$ cat src/rtl/wrr_arbiter_pkg.sv
// Shared types and helpers for the weighted round-robin arbiter.
// Optional watchdog feature in wrr_arbiter is enabled by defining WRR_TIMEOUT_EN.
package wrr_arbiter_pkg;

    localparam int MAX_REQ      = 32;
    localparam int MAX_WEIGHT_W = 16;

    typedef enum logic {
        IDLE,
        OWN
    } state_e;

    function automatic logic [MAX_REQ-1:0] onehot(input int idx);
        return {{(MAX_REQ-1){1'b0}}, 1'b1} << idx;
    endfunction

    // A zero weight would starve the owner of its own grant, so it counts as one.
    function automatic logic [MAX_WEIGHT_W-1:0] eff_weight(input logic [MAX_WEIGHT_W-1:0] w);
        return (w == '0) ? MAX_WEIGHT_W'(1) : w;
    endfunction

endpackage

$ cat src/rtl/wrr_arbiter_rr_pick.sv
// Combinational rotating-priority picker: first set request at or after ptr, wrapping.
module rr_pick
    import wrr_arbiter_pkg::*;
#(
    parameter int N  = 4,
    parameter int IW = $clog2(N)
) (
    input  logic [N-1:0]  req_i,
    input  logic [IW-1:0] ptr_i,
    output logic          valid_o,
    output logic [IW-1:0] idx_o
);

    always_comb begin
        int k;
        k       = 0;
        valid_o = 1'b0;
        idx_o   = '0;
        for (int i = 0; i < N; i++) begin
            k = (int'(ptr_i) + i) % N;
            if (!valid_o && req_i[IW'(k)]) begin
                valid_o = 1'b1;
                idx_o   = IW'(k);
            end
        end
    end

endmodule

$ cat src/rtl/wrr_arbiter.sv
// Weighted round-robin arbiter with transaction locking for one shared resource.
// Define WRR_TIMEOUT_EN to add a watchdog that revokes a grant held TIMEOUT_CYC cycles without done_i.
module wrr_arbiter
    import wrr_arbiter_pkg::*;
#(
    parameter int NUM_REQ     = 4,
    parameter int WEIGHT_W    = 4,
    parameter int TIMEOUT_CYC = 16
) (
    input  logic                         clk,
    input  logic                         reset,
    input  logic [NUM_REQ-1:0]           req_i,
    input  logic [NUM_REQ*WEIGHT_W-1:0]  weight_i,
    input  logic                         done_i,
    output logic [NUM_REQ-1:0]           gnt_o,
    output logic [$clog2(NUM_REQ)-1:0]   gnt_id_o,
    output logic                         busy_o,
    output logic                         timeout_o
);

    localparam int IDW = $clog2(NUM_REQ);

    if (NUM_REQ < 2 || TIMEOUT_CYC < 1 || WEIGHT_W > MAX_WEIGHT_W) begin : g_cfg_check
        $error("wrr_arbiter: unsupported parameter combination");
    end

    state_e               state_q;
    logic [NUM_REQ-1:0]   gnt_q;
    logic [IDW-1:0]       id_q;
    logic [IDW-1:0]       ptr_q;
    logic [WEIGHT_W-1:0]  credit_q;

    logic [IDW-1:0]       next_ptr;
    logic [IDW-1:0]       pick_ptr;
    logic [IDW-1:0]       pick_idx;
    logic                 pick_valid;
    logic [WEIGHT_W-1:0]  w_sel;
    logic [WEIGHT_W-1:0]  credit_load;
    logic                 owner_req;
    logic                 expire;

    // While owning, the picker already looks from owner+1 so a release can hand over with no bubble.
    always_comb begin
        next_ptr  = (id_q == IDW'(NUM_REQ-1)) ? '0 : id_q + 1'b1;
        pick_ptr  = (state_q == OWN) ? next_ptr : ptr_q;
        owner_req = req_i[id_q];
        w_sel     = '0;
        for (int k = 0; k < NUM_REQ; k++) begin
            if (pick_idx == IDW'(k)) begin
                w_sel = weight_i[k*WEIGHT_W +: WEIGHT_W];
            end
        end
        credit_load = WEIGHT_W'(eff_weight(MAX_WEIGHT_W'(w_sel)) - MAX_WEIGHT_W'(1));
    end

    rr_pick #(.N(NUM_REQ), .IW(IDW)) u_pick (
        .req_i   (req_i),
        .ptr_i   (pick_ptr),
        .valid_o (pick_valid),
        .idx_o   (pick_idx)
    );

`ifdef WRR_TIMEOUT_EN
    localparam int TW = $clog2(TIMEOUT_CYC + 1);
    logic [TW-1:0] timer_q;
    logic          timeout_q;
    assign expire    = (timer_q == TW'(TIMEOUT_CYC - 1));
    assign timeout_o = timeout_q;
`else
    assign expire    = 1'b0;
    assign timeout_o = 1'b0;
`endif

    always_ff @(posedge clk) begin
        if (reset) begin
            state_q  <= IDLE;
            gnt_q    <= '0;
            id_q     <= '0;
            ptr_q    <= '0;
            credit_q <= '0;
`ifdef WRR_TIMEOUT_EN
            timer_q   <= '0;
            timeout_q <= 1'b0;
`endif
        end else begin
`ifdef WRR_TIMEOUT_EN
            timeout_q <= 1'b0;
`endif
            case (state_q)
                IDLE: begin
                    if (pick_valid) begin
                        state_q  <= OWN;
                        gnt_q    <= NUM_REQ'(onehot(int'(pick_idx)));
                        id_q     <= pick_idx;
                        credit_q <= credit_load;
`ifdef WRR_TIMEOUT_EN
                        timer_q  <= '0;
`endif
                    end
                end
                OWN: begin
                    if (done_i && credit_q != '0 && owner_req) begin
                        credit_q <= credit_q - 1'b1;
`ifdef WRR_TIMEOUT_EN
                        timer_q  <= '0;
`endif
                    end else if (done_i || expire) begin
                        // A watchdog revoke behaves exactly like a credit-exhausted done.
                        ptr_q <= next_ptr;
`ifdef WRR_TIMEOUT_EN
                        timeout_q <= !done_i;
                        timer_q   <= '0;
`endif
                        if (pick_valid) begin
                            gnt_q    <= NUM_REQ'(onehot(int'(pick_idx)));
                            id_q     <= pick_idx;
                            credit_q <= credit_load;
                        end else begin
                            state_q <= IDLE;
                            gnt_q   <= '0;
                        end
                    end else begin
`ifdef WRR_TIMEOUT_EN
                        timer_q <= timer_q + 1'b1;
`endif
                    end
                end
                default: state_q <= IDLE;
            endcase
        end
    end

    assign gnt_o    = gnt_q;
    assign gnt_id_o = id_q;
    assign busy_o   = |gnt_q;

endmodule

$ cat config.mk
export PLATFORM = sky130hd
export DESIGN_NAME = wrr_arbiter
export DESIGN_NICKNAME = d
export VERILOG_FILES = /design/src/rtl/wrr_arbiter_pkg.sv /design/src/rtl/wrr_arbiter_rr_pick.sv /design/src/rtl/wrr_arbiter.sv
export SDC_FILE = /design/constraint.sdc
export NUM_CORES = 1
export LEC_CHECK = 0
export CAP_MARGIN = 20
export CORE_ASPECT_RATIO = 1.4
export CORE_UTILIZATION = 45
export DETAILED_ROUTE_END_ITERATION = 10
export HOLD_SLACK_MARGIN = 0.03
export MAX_ROUTING_LAYER = met4
export PLACE_DENSITY = 0.75
export SYNTH_ARGS = -nofsm -noshare
export SYNTH_HDL_FRONTEND = slang
export SYNTH_SLANG_ARGS = --single-unit
$ cat constraint.sdc
create_clock -name clk -period 7.2 [get_ports clk]
set_input_delay 0.72 -clock clk [delete_from_list [all_inputs] [get_ports clk]]
set_output_delay 0.72 -clock clk [all_outputs]
set_load 0.1 [all_outputs]
# [Word-level counts from Yosys, hierarchy flattened]
# Index checks and enable logic that the tools add are counted.
[op_classes] eq_ne=8 div=0 order_cmp=5 muxes=46 mul=0 n_reduce_logical=15 n_bitwise=2 addsub=6 n_shift=1
[ops] op="$mux 4" count=12
[ops] op="$mux 2" count=9
[ops] op="$lt 2x4->1 const B" count=4
[ops] op="$mux 1" count=16
[ops] op="$pmux 4 s2" count=2
[ops] op="$bmux 1 s2" count=5
[ops] op="$sub 4x1->4 const B" count=2
[ops] op="$eq 2x2->1 const B" count=3
[ops] op="$ne 2x2->1 const B" count=3
[ops] op="$reduce_and 3->1" count=2
[ops] op="$logic_and 1x1->1" count=5
[ops] op="$add 2x1->2 const B" count=2
[ops] op="$add 2x2->2 const B" count=2
[ops] op="$logic_not 4->1" count=1
[ops] op="$pmux 2 s2" count=1
[ops] op="$reduce_bool 4->1" count=1
[ops] op="$reduce_or 4->1" count=1
[ops] op="$shl 1x2->4 const A" count=1
[ops] op="$logic_not 1->1" count=3
[ops] op="$lt 2x3->1 const B" count=1
[ops] op="$ne 3x2->1 const B" count=1
[ops] op="$eq 2x1->1 const B" count=1
[ops] op="$logic_not 2->1" count=1
[ops] op="$not 1->1" count=2
[ops] op="other kinds (2)" count=2
[totals] memories=0 latch_bits=0 rom_bits=0 regBits=13 input_bits=23 output_inout_bits=8 ramBits=0

# [Longest topological paths before layout]
[depth] depth_word=28 ltp_mapped=12 mapped_depth_nobuf=11

# [By module]
# Synthesis repeated with hierarchy kept, for this count alone.
[unflattened] hier_cells=111 area_unflattened_um2=960.9
[by_module_without_submodules] module="wrr_arbiter" cells_each=96 seq_area_each_um2=260.2 area_per_inst_um2=883.3 instances=1
[by_module_without_submodules] module="rr_pick" cells_each=15 seq_area_each_um2=0.0 area_per_inst_um2=77.6 instances=1

# [Worst setup path after synthesis]
# OpenSTA, ideal clock, no wires.
[synth_path] path_kind="reg2reg" start="register id_q[0], in the netlist gnt_id_o[0]" end="register credit_q[1]" path_buffers=1 stages_incl_launch_ff=13 arrival_ns=3.260 setup_time_ns=0.070 path_slack_ns=3.870 synth_period_minus_slack_ns=3.330 required_ns=7.130 path_cell_list="dfxtp_1 -> ha_1 -> mux2i_2 -> nand4bb_1 -> buf_6 -> and2_4 -> a21boi_1 -> o22ai_2 -> a31oi_4 -> ha_1 -> nor3_1 -> o21ai_0 -> a21oi_1"
[synth_via] elab_chain_len=28 elab_cells_between_ends=52
[synth_rtl] item="from (decl)" line_no="wrr_arbiter.sv:29" text="logic [IDW-1:0] id_q;"
[synth_rtl] item="from (signal assigned)" line_no="wrr_arbiter.sv:94" text="id_q <= pick_idx;"
[synth_rtl] item="from (signal assigned)" line_no="wrr_arbiter.sv:116" text="id_q <= pick_idx;"
[synth_rtl] item="$add 2x1->2 / $eq 2x2->1 (equally long branches)" line_no="wrr_arbiter.sv:44" text="next_ptr = (id_q == IDW'(NUM_REQ-1)) ? '0 : id_q + 1'b1;"
[synth_rtl] item="$mux 2 (*)" line_no="wrr_arbiter.sv:44"
[synth_rtl] item="net next_ptr[1]" line_no="wrr_arbiter.sv:33" text="logic [IDW-1:0] next_ptr;"
[synth_rtl] item="$mux 2 (*)" line_no="wrr_arbiter.sv:45" text="pick_ptr = (state_q == OWN) ? next_ptr : ptr_q;"
[synth_rtl] item="branches (longest 21 deep; another with $add 2x1->2)"
[synth_rtl] item="$mux 4 (*)" line_no="wrr_arbiter.sv:91, wrr_arbiter.sv:114"
[synth_rtl] item="$mux 4" line_no="wrr_arbiter.sv:107" text="end else if (done_i || expire) begin"
[synth_rtl] item="$mux 4" line_no="wrr_arbiter.sv:102" text="if (done_i && credit_q != '0 && owner_req) begin"
[synth_rtl] item="$pmux 4 s2 (*)" line_no="wrr_arbiter.sv:89" text="case (state_q)"
[synth_rtl] item="to (signal assigned)" line_no="wrr_arbiter.sv:95" text="credit_q <= credit_load;"
[synth_rtl] item="to (signal assigned)" line_no="wrr_arbiter.sv:103" text="credit_q <= credit_q - 1'b1;"
[synth_rtl] item="to (signal assigned)" line_no="wrr_arbiter.sv:117" text="credit_q <= credit_load;"
[synth_rtl] item="to (decl)" line_no="wrr_arbiter.sv:31" text="logic [WEIGHT_W-1:0] credit_q;"
# Mark *: on every way through the listed nets, which the timed path passes. The select of a mux whose other input is x is not followed.
# A chain may end at the register's enable or synchronous reset.

# [Final worst setup path]
# Same ends and word-level chain as after synthesis.

==> impl_metrics.py <==
metrics = {
    "clock_network": {
        "insertion_delay_ns": 0.27,
        "hold_buffers": 0,
        "cts_buffer_depth": 2,
        "clk_pin_slew_ns": 0.08,
        "post_cts_buffers": 0,
        "numCtsBuffers": 3,
        "cts-resized-gates": 0,
        "cts_tree": "yes",
        "cts_root_buf": "clkbuf_4",
        "htreeDepth": 1,
        "cts_sinks": 13,
    },
    "yosys": {
        "synth.avg_cell_area_um2": 8.179,
        "ys_ff_latch": 13,
        "synth_top_flop_cell": "dfxtp_1",
        "synth_nets": 160,
        "synth_area_um2": 1096,
        "synth_cell_types": 50,
        "synthCells": 134,
        "synth_edf_count": 0,
        "async_flop_share_pct": 0,
        "ys.warnings.count": 0,
        "ys_seq_area_share_pct": 23.74,
    },
    "status": {
        "violations": "design-rule violations",
        "outcome": "finished, violations left",
    },
    "floorplanning": {
        "ios": 31,
        "start_util_pct": 49.21,
        "fp.dieH_um": 60.40,
        "std_cell_rows": 20,
        "die-area_um2": 2640,
        "die_x_um": 43.71,
        "core_region_area_um2": 2227,
    },
    "route": {
        "drtIter0Drc": 27,
        "post_drt_wl_per_cell_um": 14.70,
        "viasPerCell": 6.055,
        "drt-total-wl_um": 2661,
        "firstDrtPassIters": 7,
        "ant_nets": 0,
        "vias": 1096,
        "route.detailed.drc": 4,
    },
    "finish": {
        "layout-drive-gt1-share_pct": 10.69,
        "mostFrequentLayoutCells": "29 x clkdlybuf4s50_1, 16 x nor2_1, 13 x dfxtp_1, 10 x nand2_1",
        "final_common_cell": "clkdlybuf4s50_1",
        "nNetsFinal": 186,
        "area_delta_synth_final_pct": 24.66,
        "antenna_cells": 0,
    },
    "sta": {
        "tns_ns": 0,
        "period_minus_slack_ns": 3.200,
        "timing.fmax_mhz": 312.5,
        "rsz0062_at_grt": "false",
        "slew_viol_final": 0,
        "slew_headroom_pct": 32.29,
        "final-hold-violation-count": 0,
        "fin_crit_sh_pct": 44.45,
        "setup_viol_count_final": 0,
        "clock_skew_ns": 0.003735,
        "tightestPinTransition_ns": 1.002,
        "whs_ns": 0.4909,
    },
    "grt": {
        "gr-total-overflow": 0,
        "grt_usage_pct": 21.86,
        "grt_pass1_wl_um": 4298,
        "antenna_found_initial": 0,
        "grt_max_degree": 14,
        "grt_pass1_vias": 1022,
    },
    "placement": {
        "place_congestion": 0.8621,
        "port_buffers": 29,
        "detailed_place_hpwl_um": 2038,
    },
    "power_and_ir_drop": {
        "power_density_nw_per_um2": 227.5,
        "internal_power_w": 0.0001714,
        "swShare_pct": 44.87,
        "p_leak_nw": 0.5177,
        "pwr-share-seq_pct": 29.8,
        "p_total_w": 0.0003109,
        "power_frac_clock_pct": 14.1,
        "max-vdd-ir-drop_mv": 0.1467,
        "p_switching_w": 0.0001395,
        "power_frac_comb_pct": 56.1,
    },
    "min_path": {
        "hp-class": "reg -> reg",
    },
    "setup_path": {
        "cp-end-kind": "flop",
        "critical_path_class": "reg -> reg",
        "crit_top_cell": "ha_1",
        "critPathRequiredTime_ns": 7.40,
        "arrival_ns": 3.40,
        "path_max_fanout": 11,
        "worstPathCellList": "ha_1 > mux2i_2 > nand4bb_1 > o31a_1 > o2bb2ai_1 > o22ai_2 > a31oi_4 > ha_1 > nor3_1 > o21ai_0 > a21oi_1",
        "crit_slowest_cell": "dfxtp_1",
        "slowest_delay_ns": 0.47,
        "cp-start-kind": "flop",
    },
    "flow_run": {
        "maxCapViolations": 0,
    },
}
worst max-delay path, delay by kind of cell, from the launching register on:
kind                       cells  cell delay [ns]
DFF                            1             0.47
and+or+nand+nor                2             0.61
muxes                          1             0.30
AOI/OAI and AO/OA              6             1.14
adders and majority gates      2             0.61
final cells by class:
class	instances	area, µm²
Clock buffer	4	26.28
Timing Repair Buffer	29	290.3
Inverter	4	15.01
Multi-Input combinational cell	109	747.0
Sequential cell	13	260.3
Tap cell	22	27.53
Fill cell	239	860.8
cells in the mapped netlist (2+ instances only):
library cell,instances,area (µm²)
nor2_1,16,60.06
dfxtp_1,13,260.3
nand2_1,10,37.54
a21oi_1,8,40.04
nand3_1,8,40.04
a21boi_1,4,30.03
buf_6,4,45.04
o21ai_1,4,20.02
a22oi_1,3,22.52
ha_1,3,37.54
inv_1,3,11.26
nand2b_1,3,18.77
nor2b_1,3,18.77
nor3_1,3,15.01
o211ai_1,3,22.52
o21ai_0,3,15.01
o22ai_2,3,37.54
o2bb2ai_1,3,26.28
a21boi_0,2,15.01
a32oi_1,2,17.52
and2_1,2,12.51
buf_4,2,15.01
mux2i_1,2,20.02
through the flow:
step | setup WS (ns) | instance area, µm² | utilization (%) | cells
after global routing | 3.807 | 1366 | 61.35 | 181
after CTS | 4.045 | 1366 | 61.35 | 181
final | 4.000 | 1366 | 61.35 | 181
after floorplan | 3.870 | 1096 | - | 134
after detailed placement | 3.875 | 1340 | 60.17 | 177
after global placement | 3.977 | 1340 | 60.17 | 177
kinds of logic (layout without fill, tap and decap cells):
logic type               Yosys count  count (layout)  share of synthesized area, %
flip-flops                        13              13                         23.74
other                              1               1                        0.3421
multiplexers                       4               4                         5.137
adder cells (fa/ha/maj)            3               3                         3.425
XOR/XNOR                           2               2                         1.598
AND/OR/NAND/NOR                   52              52                         23.75
buffers and inverters             12              37                         8.104
AO/OA/AOI/OAI                     47              47                         33.91
registers in the layout, summed over array words and instances (netlist names):
register	count
gnt_o	4
state_q	1
gnt_id_o	2
credit_q	4
ptr_q	2
power by group through the flow:
| stage | Combinational, W | Sequential [W] | Clock [W] |
|---|---|---|---|
| after floorplan | 0.000115 | 0.000117 | 0 |
| after global placement | 0.000171 | 0.0000934 | 0 |
| after detailed placement | 0.000174 | 0.0000941 | 0 |
| after CTS | 0.000175 | 0.0000924 | 0.0000451 |
| after global routing | 0.000188 | 0.0000945 | 0.0000480 |
| final | 0.000175 | 0.0000927 | 0.0000437 |
worst paths after layout:
check,startpoint,end,slack [ns],cells past startpoint
max reg2reg,gnt_id_o[0]$_SDFFE_PP0P_,credit_q[1]$_SDFFE_PP0P_,4.00,11
max,gnt_id_o[0]$_SDFFE_PP0P_,credit_q[1]$_SDFFE_PP0P_,4.00,11
min,ptr_q[0]$_SDFFE_PP0P_,ptr_q[0]$_SDFFE_PP0P_,0.49,2
min reg2reg,ptr_q[0]$_SDFFE_PP0P_,ptr_q[0]$_SDFFE_PP0P_,0.49,2
routing by layer:
layer | global-route usage (%) | part of all wire (%) | vias to the layer above | wire length, µm
li1 | - | - | 548 | -
met1 | 25.50 | 45 | 508 | 1187
met2 | 37.31 | 48 | 34 | 1290
met3 | 1.190 | 5.0 | 6 | 134
met4 | 11.61 | 1.8 | 0 | 48
met5 | - | 0 | - | 0
No activity file was read; power rests on OpenSTA's default activity.
